`src/rtl/key_event_decoder_pkg.sv`:
```
// Shared types and default timing constants for the key event decoder.
// Default counts assume a 50 MHz system clock.
package key_evt_pkg;

    typedef enum logic [2:0] {
        ST_IDLE,
        ST_PRESSED,
        ST_WAIT_GAP,
        ST_PRESSED2,
        ST_LONG_HELD
    } key_state_t;

    localparam int unsigned LONG_CNT    = 50_000_000;
    localparam int unsigned DBL_GAP_CNT = 15_000_000;
    localparam int unsigned REPEAT_CNT  = 10_000_000;

    // A level held through reset must not look like a fresh press.
    localparam logic PREV_LEVEL_RST = 1'b1;

    function automatic int unsigned max3(input int unsigned a, input int unsigned b,
                                         input int unsigned c);
        int unsigned m;
        m = (a > b) ? a : b;
        return (m > c) ? m : c;
    endfunction

endpackage

```
`src/rtl/key_event_decoder_if.sv`:
```
// Button level in, event pulses out; the decoder uses the slave modport.
interface key_event_decoder_if;

    logic btn_level;
    logic press_pulse;
    logic release_pulse;
    logic short_pulse;
    logic double_pulse;
    logic long_pulse;
    logic repeat_pulse;
    logic busy;

    modport master (
        output btn_level,
        input  press_pulse, release_pulse, short_pulse, double_pulse,
        input  long_pulse, repeat_pulse, busy
    );

    modport slave (
        input  btn_level,
        output press_pulse, release_pulse, short_pulse, double_pulse,
        output long_pulse, repeat_pulse, busy
    );

endinterface

```
`src/rtl/key_event_decoder_level_edge_det.sv`:
```
// Registered previous level with combinational rise/fall detection.
module level_edge_det #(
    parameter logic RST_VAL = 1'b1
) (
    input  logic clk,
    input  logic rst,
    input  logic level_i,
    output logic rise_c_o,
    output logic fall_c_o
);

    logic prev_q;

    always_ff @(posedge clk) begin
        if (rst) prev_q <= RST_VAL;
        else     prev_q <= level_i;
    end

    assign rise_c_o = level_i & ~prev_q;
    assign fall_c_o = ~level_i & prev_q;

endmodule

```
`src/rtl/key_event_decoder.sv`:
```
// Turns a debounced button level into press/release/short/double/long pulses.
// Optional auto-repeat while long-held is enabled by defining KEY_REPEAT_EN.
module key_event_decoder #(
    parameter int unsigned LONG_CNT    = key_evt_pkg::LONG_CNT,
    parameter int unsigned DBL_GAP_CNT = key_evt_pkg::DBL_GAP_CNT,
    parameter int unsigned REPEAT_CNT  = key_evt_pkg::REPEAT_CNT
) (
    input logic                 clk,
    input logic                 rst,
    key_event_decoder_if.slave  key_if
);
    import key_evt_pkg::*;

    localparam int unsigned MAX_CNT = max3(LONG_CNT, DBL_GAP_CNT, REPEAT_CNT);
    localparam int unsigned CNT_W   = $clog2(MAX_CNT + 1);

    localparam logic [CNT_W-1:0] LONG_LAST = CNT_W'(LONG_CNT - 1);
    localparam logic [CNT_W-1:0] GAP_LAST  = CNT_W'(DBL_GAP_CNT - 1);
`ifdef KEY_REPEAT_EN
    localparam logic [CNT_W-1:0] REP_LAST  = CNT_W'(REPEAT_CNT - 1);
`endif

    logic rise_c, fall_c;

    level_edge_det #(.RST_VAL(PREV_LEVEL_RST)) u_edge (
        .clk      (clk),
        .rst      (rst),
        .level_i  (key_if.btn_level),
        .rise_c_o (rise_c),
        .fall_c_o (fall_c)
    );

    key_state_t       state_q, state_d;
    logic [CNT_W-1:0] cnt_q, cnt_d;
    logic press_q,  press_d;
    logic rel_q,    rel_d;
    logic short_q,  short_d;
    logic dbl_q,    dbl_d;
    logic long_q,   long_d;
    logic rep_q,    rep_d;
    logic busy_q;

    always_ff @(posedge clk) begin
        if (rst) begin
            state_q <= ST_IDLE;
            cnt_q   <= '0;
            press_q <= 1'b0;
            rel_q   <= 1'b0;
            short_q <= 1'b0;
            dbl_q   <= 1'b0;
            long_q  <= 1'b0;
            rep_q   <= 1'b0;
            busy_q  <= 1'b0;
        end else begin
            state_q <= state_d;
            cnt_q   <= cnt_d;
            press_q <= press_d;
            rel_q   <= rel_d;
            short_q <= short_d;
            dbl_q   <= dbl_d;
            long_q  <= long_d;
            rep_q   <= rep_d;
            busy_q  <= (state_d != ST_IDLE);
        end
    end

    // Next state, counter and pulse decode; edge pulses pass through by default.
    always_comb begin
        state_d = state_q;
        cnt_d   = cnt_q + CNT_W'(1);
        press_d = rise_c;
        rel_d   = fall_c && (state_q != ST_IDLE);
        short_d = 1'b0;
        dbl_d   = 1'b0;
        long_d  = 1'b0;
        rep_d   = 1'b0;
        case (state_q)
            ST_IDLE: begin
                cnt_d = '0;
                if (rise_c) state_d = ST_PRESSED;
            end
            ST_PRESSED: begin
                if (fall_c) begin
                    state_d = ST_WAIT_GAP;
                    cnt_d   = '0;
                end else if (cnt_q == LONG_LAST) begin
                    long_d  = 1'b1;
                    state_d = ST_LONG_HELD;
                    cnt_d   = '0;
                end
            end
            ST_WAIT_GAP: begin
                // Timeout beats a coincident rise, which is then not a press.
                if (cnt_q == GAP_LAST) begin
                    short_d = 1'b1;
                    press_d = 1'b0;
                    state_d = ST_IDLE;
                    cnt_d   = '0;
                end else if (rise_c) begin
                    state_d = ST_PRESSED2;
                    cnt_d   = '0;
                end
            end
            ST_PRESSED2: begin
                if (fall_c) begin
                    dbl_d   = 1'b1;
                    state_d = ST_IDLE;
                    cnt_d   = '0;
                end else if (cnt_q == LONG_LAST) begin
                    long_d  = 1'b1;
                    state_d = ST_LONG_HELD;
                    cnt_d   = '0;
                end
            end
            ST_LONG_HELD: begin
                if (fall_c) begin
                    state_d = ST_IDLE;
                    cnt_d   = '0;
                end else begin
`ifdef KEY_REPEAT_EN
                    if (cnt_q == REP_LAST) begin
                        rep_d = 1'b1;
                        cnt_d = '0;
                    end
`else
                    cnt_d = '0;
`endif
                end
            end
            default: begin
                state_d = ST_IDLE;
                cnt_d   = '0;
            end
        endcase
    end

    assign key_if.press_pulse   = press_q;
    assign key_if.release_pulse = rel_q;
    assign key_if.short_pulse   = short_q;
    assign key_if.double_pulse  = dbl_q;
    assign key_if.long_pulse    = long_q;
    assign key_if.repeat_pulse  = rep_q;
    assign key_if.busy          = busy_q;

endmodule

```
`src/flat_wrapper.sv`:
```
// flat-port wrapper written by rule: the top's interface ports become plain ports
module key_event_decoder_flat import key_evt_pkg::*;
#(
    parameter int unsigned LONG_CNT    = key_evt_pkg::LONG_CNT,
    parameter int unsigned DBL_GAP_CNT = key_evt_pkg::DBL_GAP_CNT,
    parameter int unsigned REPEAT_CNT  = key_evt_pkg::REPEAT_CNT
)
  (clk, rst, key_if_btn_level, key_if_press_pulse, key_if_release_pulse, key_if_short_pulse, key_if_double_pulse, key_if_long_pulse, key_if_repeat_pulse, key_if_busy);
  key_event_decoder_if key_if_i ();
  input logic clk;
  input logic rst;
  input wire logic [$bits(key_if_i.btn_level)-1:0] key_if_btn_level;
  output wire logic [$bits(key_if_i.press_pulse)-1:0] key_if_press_pulse;
  output wire logic [$bits(key_if_i.release_pulse)-1:0] key_if_release_pulse;
  output wire logic [$bits(key_if_i.short_pulse)-1:0] key_if_short_pulse;
  output wire logic [$bits(key_if_i.double_pulse)-1:0] key_if_double_pulse;
  output wire logic [$bits(key_if_i.long_pulse)-1:0] key_if_long_pulse;
  output wire logic [$bits(key_if_i.repeat_pulse)-1:0] key_if_repeat_pulse;
  output wire logic [$bits(key_if_i.busy)-1:0] key_if_busy;
  assign key_if_i.btn_level = key_if_btn_level;
  assign key_if_press_pulse = key_if_i.press_pulse;
  assign key_if_release_pulse = key_if_i.release_pulse;
  assign key_if_short_pulse = key_if_i.short_pulse;
  assign key_if_double_pulse = key_if_i.double_pulse;
  assign key_if_long_pulse = key_if_i.long_pulse;
  assign key_if_repeat_pulse = key_if_i.repeat_pulse;
  assign key_if_busy = key_if_i.busy;
  key_event_decoder #(.LONG_CNT(LONG_CNT), .DBL_GAP_CNT(DBL_GAP_CNT), .REPEAT_CNT(REPEAT_CNT)) u_core (.clk(clk), .rst(rst), .key_if(key_if_i));
endmodule
```
`config.mk`:
```
export PLATFORM = sky130hd
export DESIGN_NAME = key_event_decoder_flat
export DESIGN_NICKNAME = d
export VERILOG_FILES = /design/src/rtl/key_event_decoder_pkg.sv /design/src/rtl/key_event_decoder_if.sv /design/src/rtl/key_event_decoder_level_edge_det.sv /design/src/rtl/key_event_decoder.sv /design/src/flat_wrapper.sv
export SDC_FILE = /design/constraint.sdc
export NUM_CORES = 1
export LEC_CHECK = 0
export ABC_AREA = 1
export CORE_ASPECT_RATIO = 0.75
export CORE_UTILIZATION = 30
export CTS_CLUSTER_SIZE = 28
export DETAILED_ROUTE_END_ITERATION = 10
export GPL_TIMING_DRIVEN = 0
export PLACE_DENSITY = 0.57
export SETUP_SLACK_MARGIN = 0.2
export SLEW_MARGIN = 40
export SYNTH_ARGS = -nofsm -noshare
export SYNTH_HDL_FRONTEND = slang
export SYNTH_HIERARCHICAL = 1
export SYNTH_SLANG_ARGS = --single-unit
```
`constraint.sdc`:
```
create_clock -name clk -period 1.65 [get_ports clk]
set_input_delay 0.495 -clock clk [delete_from_list [all_inputs] [get_ports clk]]
set_output_delay 0.495 -clock clk [all_outputs]
set_load 0.01 [all_outputs]
```
==> out/results.txt <==
WL final: 4.81 mm
Tmin final: 1.62 ns
Synth Register Bits: 36
Top cells by area, synth: dfxtp_1, nand2_1, nor2_1
Clock Tree Root: clkbuf_8
Hold_ws: 0.524 ns
Post-synth top flop: dfxtp_1
Clock-pin slew of the registers on the worst-case setup and hold paths: 0.07 ns
Multiplexer area fraction after synthesis: 0
Number of synthesized flops with an enable pin: 0
Critical path arrival: 1.80 ns
Die X: 94.8 um
Synth Area in Compound Gates: 0.0323
Max Cap Viol: 0
Crit. End Element: flip-flop
DIE AREA: 6780 um2
Seq/Total Area, Yosys: 0.372
Yosys cell types: 29
Gr ovfl total: 0
Synthesized-area fraction occupied by adder cells: 0.00646
Routed length on met1: 2.40 mm
First-pass GRT wire length: 8.26 mm
Tot GR Track Use: 0.161
CTS H-tree depth: 2
Top routing layer used: met4
Syn Nets: 283
Clk sink count: 36
Largest area contributor in the netlist: dfxtp_1
IO Pins: 10
Antenna diodes: 0
Syn_area_per_cell: 6.94 um2
Post-Synth XOR/XNOR Area: 0.0679
Setup CP Type: reg2reg
Via count: 1819
Mapped Area: 1940 um2
Detailed-route DRC error count: 0
Area growth, synth to finish: 37.5%
Synth Warn #: 6
Peak supply drop: 0.322 mV
Vias in the first global route: 1763
CP required: 1.83 ns
Chip height: 71.6 um
CTS buffer count: 5
CTS tree: done
Max Clock Freq: 615 MHz
Hold buffers post-CTS: 0
Area share of the largest cell type after synthesis: 0.372
Met2 Wirelength: 2.03 mm
Std-Cell Rows: 24
DPL Wire Length: 3.33 mm
Mapped Cells: 279
Initial antenna violation count: 0
Fin area: 2660 um2
R2R setup slack: 0.03 ns
Final hold viol count: 0
Unrepaired setup endpoints after global routing: yes
Simple-gate share of the synthesized area: 0.410
Final Power: 1850 uW
Final Max Tran Viols: 0
DR iter-0 viols: 146
Final nets: 316
Leakage: 0.00105 uW
Final setup vio count: 0
Vias per std cell: 4.65
Share of cells above drive strength 1: 0.326
Largest net degree at the start of global routing: 12
Core area: 6010 um2
CP Launch Type: flip-flop
Met3 WL: 330 um
Placer Congestion: 0.857
Antenna Nets Post-Route: 0
Clock Latency Late Sink: 0.29 ns
Crit share post-route: 0.985
Worst-path fanout max: 5
WL/cell: 12.3 um
Clock Skews: 0.00897 ns
Pwr Density: 694 nW/um2
Largest family of logic cells by synthesized area: simple AND/OR/NAND/NOR gates
1st-pass router iterations: 4
Placed Area: 2130 um2
I/O Buffers: 8
HP Class: reg2reg
Initial Util: 0.322
Clock Tree Buf Depth: 2
Asr flop ratio synth: 0
Run status: finished clean
[final cells by class]
| class | instances | area (um2) |
|---|---|---|
| fillers | 625 | 3340 |
| multi-input cells | 193 | 1180 |
| flip-flops and latches | 36 | 737 |
| repair buffers | 26 | 290 |
| inverters | 46 | 178 |
| well taps | 78 | 97.6 |
| clock buffers | 7 | 96.3 |
| plain buffers | 4 | 50.0 |
| clock inverters | 1 | 30.0 |
[registers in the layout, indices dropped and copies added, names as in the netlist]
register / flops
u_core/cnt_q: 26
u_core/key_if.busy: 1
u_core/key_if.press_pulse: 1
u_core/key_if.release_pulse: 1
u_core/key_if.long_pulse: 1
u_core/u_edge/prev_q: 1
u_core/key_if.short_pulse: 1
u_core/key_if.double_pulse: 1
u_core/state_q: 3
[cell families (layout without fill, tap and decap cells)]
kind of cell               after synthesis  in the layout
other                                    1              1
buffers and inverters                   50             84
and+or+nand+nor                        165            165
DFF                                     36             36
AOI/OAI and AO/OA                       11             11
xor gates and xnor gates                15             15
adders and majority gates                1              1
[power by group]
group	total, uW	internal [uW]	switching (uW)
Clock	848	533	314
Sequential	879	875	4.50
Combinational	120	55.8	64.5
[per-stage QoR]
stage / instances / setup WS, ns / util / TNS, ns
4_1_cts: 389 / 0.0299 / 0.422 / 0
3_3_place_gp: 365 / -0.317 / 0.354 / -7.81
3_5_place_dp: 365 / -0.316 / 0.354 / -7.64
2_1_floorplan: 279 / 0.158 / - / 0
6_report: 391 / 0.0250 / 0.443 / 0
5_1_grt: 391 / -0.0547 / 0.443 / -0.815
[worst max-delay path: stages, from the launching register on]
cell	delay [ns]
dfxtp_2	0.36
ha_4	0.15
nand2_4	0.05
nor2_4	0.11
nand2_4	0.10
nor2_4	0.11
nand3_4	0.09
nand3_4	0.08
nand2_4	0.09
nand2_8	0.09
buf_12	0.11
buf_16	0.12
nor2_4	0.04
[layer usage]
| layer | up-vias | global-route usage |
|---|---|---|
| li1 | 936 | - |
| met4 | 0 | 0.0556 |
| met3 | 5 | 0.0403 |
| met1 | 825 | 0.232 |
| met2 | 53 | 0.231 |
| met5 | - | 0 |
[timing repair]
action | in CTS | in global routing
endpoints found under the setup margin | 36 | 29
buffers inserted | 14 | 2
cloned | 2 | 0
hold endpoints to repair | 0 | 0
pin swaps | 5 | 11
resized for setup | 43 | 37
[synthesized netlist by cell type, drive strengths merged (2+ instances only)]
master / instances
and2: 2
nand4: 12
nor4: 2
nor2: 67
xor2: 10
nor3: 8
xnor2: 5
buf: 4
o21ai: 6
dfxtp: 36
inv: 45
o22ai: 2
nand2: 57
nand3: 17
[final timing paths]
path / endpoint / startpoint / cells after the start
worst max-delay path: u_core/cnt_q[7]$_SDFF_PP0_ / u_core/cnt_q[1]$_SDFF_PP0_ / 12
worst min-delay path: u_core/key_if.double_pulse$_SDFF_PP0_ / u_core/state_q[1]$_SDFF_PP0_ / 2
worst max register to register: u_core/cnt_q[7]$_SDFF_PP0_ / u_core/cnt_q[1]$_SDFF_PP0_ / 12
worst min register to register: u_core/key_if.double_pulse$_SDFF_PP0_ / u_core/state_q[1]$_SDFF_PP0_ / 2
[placed cells by master, fill, tap and decap left out, types with 10 or more instances in the layout]
cell type,n
dfxtp_2,10
nor2_2,23
nand2_1,46
dfxtp_1,25
nand3_1,10
nor2_4,10
nand4_1,12
inv_1,40
nor2_1,34
buf_4,12
Power figures use the tool's default switching activity.
